File: config.mk
export PLATFORM = sky130hd
export DESIGN_NAME = mix_columns
export DESIGN_NICKNAME = d
export VERILOG_FILES = /design/src/rtl/aes_pkg.sv /design/src/rtl/mix_columns_mix_single_column.sv /design/src/rtl/mix_columns.sv
export SDC_FILE = /design/constraint.sdc
export NUM_CORES = 1
export LEC_CHECK = 0
export ABC_AREA = 1
export CORE_ASPECT_RATIO = 0.6
export CORE_MARGIN = 1
export CORE_UTILIZATION = 45
export CTS_CLUSTER_DIAMETER = 100
export DETAILED_ROUTE_END_ITERATION = 12
export GPL_TIMING_DRIVEN = 1
export HOLD_SLACK_MARGIN = 0.15
export PLACE_DENSITY = 0.78
export SLEW_MARGIN = 40
export SYNTH_ARGS = -nofsm -noshare
export SYNTH_HDL_FRONTEND = slang
export SYNTH_SLANG_ARGS = --single-unit
File: constraint.sdc
create_clock -name clk -period 2.6 [get_ports clk]
set_input_delay 0.52 -clock clk [delete_from_list [all_inputs] [get_ports clk]]
set_output_delay 0.52 -clock clk [all_outputs]
set_load 0.02 [all_outputs]
File: src/rtl/aes_pkg.sv
// Shared AES definitions: byte/column geometry, field polynomial and GF(2^8) helpers.
// The inverse-matrix multipliers exist only when MIXCOL_INV_EN is defined.
package aes_pkg;

  localparam int          BYTE_W   = 8;
  localparam int          NB       = 4;
  localparam int          COL_W    = NB * BYTE_W;
  localparam logic [7:0]  AES_POLY = 8'h1b;

  typedef enum logic [1:0] {
    ST_IDLE,
    ST_BUSY,
    ST_DONE
  } mc_state_e;

  function automatic logic [7:0] xtime(input logic [7:0] b);
    return {b[6:0], 1'b0} ^ (b[7] ? AES_POLY : 8'h00);
  endfunction

  function automatic logic [7:0] gmul2(input logic [7:0] b);
    return xtime(b);
  endfunction

  function automatic logic [7:0] gmul3(input logic [7:0] b);
    return xtime(b) ^ b;
  endfunction

`ifdef MIXCOL_INV_EN
  // Inverse coefficients built from x^1, x^2, x^3 multiples of the operand.
  function automatic logic [7:0] gmul9(input logic [7:0] b);
    return xtime(xtime(xtime(b))) ^ b;
  endfunction

  function automatic logic [7:0] gmul11(input logic [7:0] b);
    return xtime(xtime(xtime(b))) ^ xtime(b) ^ b;
  endfunction

  function automatic logic [7:0] gmul13(input logic [7:0] b);
    return xtime(xtime(xtime(b))) ^ xtime(xtime(b)) ^ b;
  endfunction

  function automatic logic [7:0] gmul14(input logic [7:0] b);
    return xtime(xtime(xtime(b))) ^ xtime(xtime(b)) ^ xtime(b);
  endfunction
`endif

endpackage

File: src/rtl/mix_columns_mix_single_column.sv
// Combinational MixColumns of one 32-bit column (row 0 in the MSB byte).
// With MIXCOL_INV_EN defined an inv_i input selects the inverse matrix.
module mix_single_column
  import aes_pkg::*;
(
  input  logic [COL_W-1:0] col_i,
`ifdef MIXCOL_INV_EN
  input  logic             inv_i,
`endif
  output logic [COL_W-1:0] col_o
);

  logic [0:NB-1][BYTE_W-1:0] a;
  logic [0:NB-1][BYTE_W-1:0] b;

  assign a     = col_i;
  assign col_o = b;

  // Each output row is the same coefficient set rotated by the row index.
  for (genvar r = 0; r < NB; r++) begin : g_row
    logic [BYTE_W-1:0] fwd;
    assign fwd = gmul2(a[r]) ^ gmul3(a[(r + 1) % NB]) ^ a[(r + 2) % NB] ^ a[(r + 3) % NB];
`ifdef MIXCOL_INV_EN
    logic [BYTE_W-1:0] inv;
    assign inv  = gmul14(a[r]) ^ gmul11(a[(r + 1) % NB]) ^
                  gmul13(a[(r + 2) % NB]) ^ gmul9(a[(r + 3) % NB]);
    assign b[r] = inv_i ? inv : fwd;
`else
    assign b[r] = fwd;
`endif
  end

endmodule

File: src/rtl/mix_columns.sv
// Column-serial AES MixColumns stage: one column per clock, per-block bypass.
// Define MIXCOL_INV_EN to add the inv port and InvMixColumns support.
module mix_columns #(
  parameter int DATA_W = 128,
  parameter int NB     = 4
) (
  input  logic              clk,
  input  logic              reset,
  input  logic              valid_in,
  input  logic [DATA_W-1:0] data_in,
  input  logic              bypass,
`ifdef MIXCOL_INV_EN
  input  logic              inv,
`endif
  output logic              in_ready,
  output logic              valid_out,
  output logic [DATA_W-1:0] data_out
);

  import aes_pkg::*;

  if (DATA_W != 128 || NB != aes_pkg::NB) begin : g_bad_cfg
    $error("mix_columns supports only DATA_W=128, NB=4");
  end

  mc_state_e         state_q, state_d;
  logic [1:0]        col_cnt_q, col_cnt_d;
  logic [DATA_W-1:0] work_q, work_d;
  logic [DATA_W-1:0] data_q, data_d;
  logic              byp_q, byp_d;
  logic [COL_W-1:0]  col_in, col_mixed;
`ifdef MIXCOL_INV_EN
  logic              inv_q, inv_d;
`endif

  always_comb begin
    col_in = '0;
    for (int c = 0; c < NB; c++) begin
      if (col_cnt_q == 2'(c)) col_in = work_q[DATA_W-1-COL_W*c -: COL_W];
    end
  end

  mix_single_column u_mix (
    .col_i (col_in),
`ifdef MIXCOL_INV_EN
    .inv_i (inv_q),
`endif
    .col_o (col_mixed)
  );

  always_comb begin
    // NOTE: every signal gets its hold value first so no path leaves it unassigned (no latch).
    state_d   = state_q;
    col_cnt_d = col_cnt_q;
    work_d    = work_q;
    data_d    = data_q;
    byp_d     = byp_q;
`ifdef MIXCOL_INV_EN
    inv_d     = inv_q;
`endif
    unique case (state_q)
      ST_IDLE, ST_DONE: begin
        if (valid_in) begin
          work_d    = data_in;
          byp_d     = bypass;
`ifdef MIXCOL_INV_EN
          inv_d     = inv;
`endif
          col_cnt_d = 2'd0;
          state_d   = ST_BUSY;
        end else begin
          state_d   = ST_IDLE;
        end
      end
      ST_BUSY: begin
        // Bypassed blocks still walk all four columns so latency stays uniform.
        if (!byp_q) begin
          for (int c = 0; c < NB; c++) begin
            if (col_cnt_q == 2'(c)) work_d[DATA_W-1-COL_W*c -: COL_W] = col_mixed;
          end
        end
        col_cnt_d = col_cnt_q + 2'd1;
        if (col_cnt_q == 2'(NB - 1)) begin
          data_d  = work_d;
          state_d = ST_DONE;
        end
      end
      default: state_d = ST_IDLE;
    endcase
  end

  always_ff @(posedge clk) begin
    if (reset) begin
      // NOTE: the work and output registers are reset too, so a discarded block never leaks to data_out.
      state_q   <= ST_IDLE;
      col_cnt_q <= 2'd0;
      work_q    <= '0;
      data_q    <= '0;
      byp_q     <= 1'b0;
`ifdef MIXCOL_INV_EN
      inv_q     <= 1'b0;
`endif
    end else begin
      // NOTE: non-blocking updates make all registers change together at the edge.
      state_q   <= state_d;
      col_cnt_q <= col_cnt_d;
      work_q    <= work_d;
      data_q    <= data_d;
      byp_q     <= byp_d;
`ifdef MIXCOL_INV_EN
      inv_q     <= inv_d;
`endif
    end
  end

  assign in_ready  = (state_q != ST_BUSY);
  assign valid_out = (state_q == ST_DONE);
  assign data_out  = data_q;

endmodule

==> impl.org <==
** Placed design
- RD Place Congestion :: 1.13
- Prior to clock tree synthesis, the placed netlist has a worst setup slack of -0.589 ns.
- Placement-stage cell area :: 19800 um2
- The count of buffers added on input and output ports is 261.
- Placed wire-length estimate :: 60000 um

** Timing
- Measured against its own limit, the worst slew margin works out to 38.4%.
- Clock skew after layout :: 0.0210 ns
- Smallest hold slack :: 0.472 ns
- Final max-slew violation count :: 0
- RSZ-0062 raised after global routing :: true
- The routed design could run at a clock period as short as 2.79 ns.
- Peak clock frequency supported by timing :: 0.358 GHz
- Pin slew with the least headroom to its limit :: 0.923 ns
- The total count of hold-check failures in the final report was 0.
- Setup violations remaining at the end of the flow were counted as 148.
- After layout, the worst setup slack is -0.191 ns.
- Setup total negative slack on the finished layout was measured at -8.09 ns.
- Of the available clock period, the critical path in the final layout requires 107%.

** Cells and area
- At the end of the flow, the number of nets in the layout was 3024.
- Most common library cell in the layout ignoring fill and taps :: nand2_1
- The post-route netlist has 27.3% of its cells at a drive strength greater than 1.
- In the layout the commonest cells are 575 x nand2_1, 269 x inv_1, 260 x clkdlybuf4s50_1, 259 x dfxtp_1, 246 x o21ai_0.
- Fill cells in the final layout number 2539.
- Final core utilization :: 72.4%
- The area growth from synthesis to layout is 57.0%.
- With fillers left out, the area of the finished cells amounts to 23700 um2.

** Clock tree
- Counting the buffers created by CTS gives 26.
- Clock latency on the worst-skew pair, taken at its later pin, is 0.58 ns.
- In this run the deepest clock path goes through 3 buffers.
- The cell sitting at the root of the clock tree is a clkbuf_16.
- TritonCTS built the clock tree.
- For this design, the sink count on the clock tree is 261.
- CTS Hold Buffers Added :: 0
- Clock-pin slew was measured on the worst setup and hold paths at 0.07 ns.
- H-tree depth reported by CTS :: 1

** Worst setup path
- STA classifies the critical path endpoint as a flip-flop.
- By startpoint and endpoint, the worst setup path is classified as reg2reg.
- The worst setup path is launched from a flip-flop.
- Largest fanout on the critical path :: 7
- Reg2reg path depth :: 16
- Cell chain of the critical path :: inv_4 -> ha_4 -> buf_8 -> clkinvlp_4 -> buf_6 -> o211ai_1 -> nand2_1 -> nand2_2 -> inv_2 -> nand2_2 -> nand4_1 -> buf_4 -> nand3_2 -> buf_6 -> nand3_2 -> a21oi_2
- Setup slack on the worst reg-to-reg path comes out at -0.19 ns.
- For the worst setup path, the data arrival time is 3.29 ns.
- Largest stage delay on the critical path :: 0.38 ns
- At the worst endpoint, the required time is 3.10 ns.
- The slowest stage of the critical path is the dfxtp_4 cell.

** Floorplan
- Initial Utilization :: 46.1%
- The die covers 34300 um2.
- FP Rows :: 51
- Measured along the x axis, the die boundary spans 238 um.
- The floorplan step defined a core boundary enclosing 32700 um2.
- From bottom edge to top edge, the die measures 144 um.
- For this design the top-level I/O count stands at 262.

** Route
- After the first detailed-routing iteration, the DRC count stood at 2922.
- Wires add up to 82400 um.
- For this block, the via count after detailed routing is 20000.
- The detail route stage leaves a number of antenna-violating nets equal to 0.
- Mean routed wirelength per cell :: 24.6 um
- The pre-antenna-repair detailed-routing pass consisted of 8 iterations.
- Count of unresolved DRC violations after routing :: 0
- Vias per cell :: 5.95

** Synth
- During synthesis, Yosys emitted a total of 0 warnings.
- The cell count after synthesis came out at 2452.
- Syn nets :: 2588
- Ranked by total cell area, the synthesized netlist is headed by dfxtp_1 35%, nand2_1 19%, a21oi_1 10%.
- The synthesized design contains 0 enable-type register cells.
- The cell area that synthesis handed to floorplanning was 15100 um2.
- Primary FF master, synth :: dfxtp_1
- Async S/R FF share, synth :: 0%
- Cell type contributing the most total cell area after synthesis :: dfxtp_1
- Yosys cell types :: 44
- The average instance in the mapped netlist occupies 6.16 um2.
- For this run, the register share of the synthesized area comes to 34.6%.
- Proportion of netlist area held by the largest area contributor :: 34.6%
- After synthesis the netlist holds a flip-flop and latch count of 261.

** Power
- Leak Pwr :: 10.1 nW
- VDD sags by at most 553 uV.
- Power density cells :: 735 nW/um2

** Global route
- The first global-routing pass estimated 114000 um of wire.
- The number of antenna violations at the first check in global routing was 3.
- Gr ovfl total :: 0
- Via count of the first global-routing pass :: 17700
- Tot GR Track Use :: 45.7%
- Entering global routing, the biggest net connects 144 pins.

** Status
- Run status :: complete, but fails checks
- The checks that failed: negative setup slack.

** Run
- Number of violations of the max-capacitance limit :: 0

** Min path
- Tightest Hold Check Type :: reg2reg
- The worst hold path passes through 2 cells.
## metal layers
layer / global-route usage (%) / vias to the layer above / part of all wire (%)
li1: - / 8800 / -
met1: 64.4 / 9322 / 40
met2: 62.7 / 1599 / 39
met3: 17.5 / 248 / 16
met4: 15.5 / 4 / 4.1
met5: 0 / - / 0.028
## synth_stat cells (7+ instances only)
library cell,instances
dfxtp_1,261
a21oi_1,310
inv_2,11
nand2_1,750
buf_2,23
o21ai_0,254
o21ai_1,15
buf_6,12
nand3_1,282
inv_1,285
clkbuf_1,104
a21oi_2,7
nand2_2,7
o21ai_2,13
nor2_1,53
## registers in the layout, indices dropped and copies added, names as in the netlist
register	count
state_q	2
data_out	128
work_q	128
col_cnt_q	2
byp_q	1
## cells by family (layout without fill, tap and decap cells)
kind of cell	count (synthesis)	in the layout	share of synthesized area, %
compound gates	622	622	21.8
flops	261	261	34.6
fa+ha+maj	4	4	0.331
buf+inv	442	896	11.9
simple gates	1110	1110	30.5
xor+xnor	13	13	0.903
other cells	0	1	0
## power breakdown
part / internal (W) / switching, W
Clock: 0.00258 / 0.00180
Combinational: 0.00327 / 0.00539
Sequential: 0.00420 / 0.000186
Total: 0.0101 / 0.00738
## repair_timing
action                                  in CTS  in global routing
endpoints found under the setup margin     250                250
pin swaps                                   51                 83
buffers inserted                            18                 26
resized for setup                          293                304
gates cloned                                 2                  1
## critical path: cells and delay by family (launching register included)
kind | cells | cell delay [ns]
adders and majority gates | 1 | 0.15
and+or+nand+nor | 6 | 0.70
DFF | 1 | 0.38
AOI/OAI and AO/OA | 2 | 0.32
buffers and inverters | 7 | 1.16
## path summary, 6_finish.rpt
check,from,end
max,col_cnt_q[0],work_q[117]
min,work_q[5],work_q[5]
max reg2reg,col_cnt_q[0],work_q[117]
min reg2reg,work_q[5],work_q[5]
## final cells by class
cell class	instances	area [um2]	share of cell area (%)
diodes	1	2.50	0.0106
clock buffers	35	736	3.10
clock inverters	11	220	0.929
inverters	297	1130	4.79
multi-input cells	1749	10300	43.6
flip-flops and latches	261	5230	22.1
well taps	450	563	2.38
repair buffers	553	5480	23.1
## stage by stage
step,instances,total power (W)
after floorplan,2452,0.00720
after global placement,3265,0.0108
after detailed placement,3265,0.0108
after CTS,3330,0.0159
after global routing,3356,0.0178
final,3357,0.0174
No activity file was read; power rests on OpenSTA's default activity.
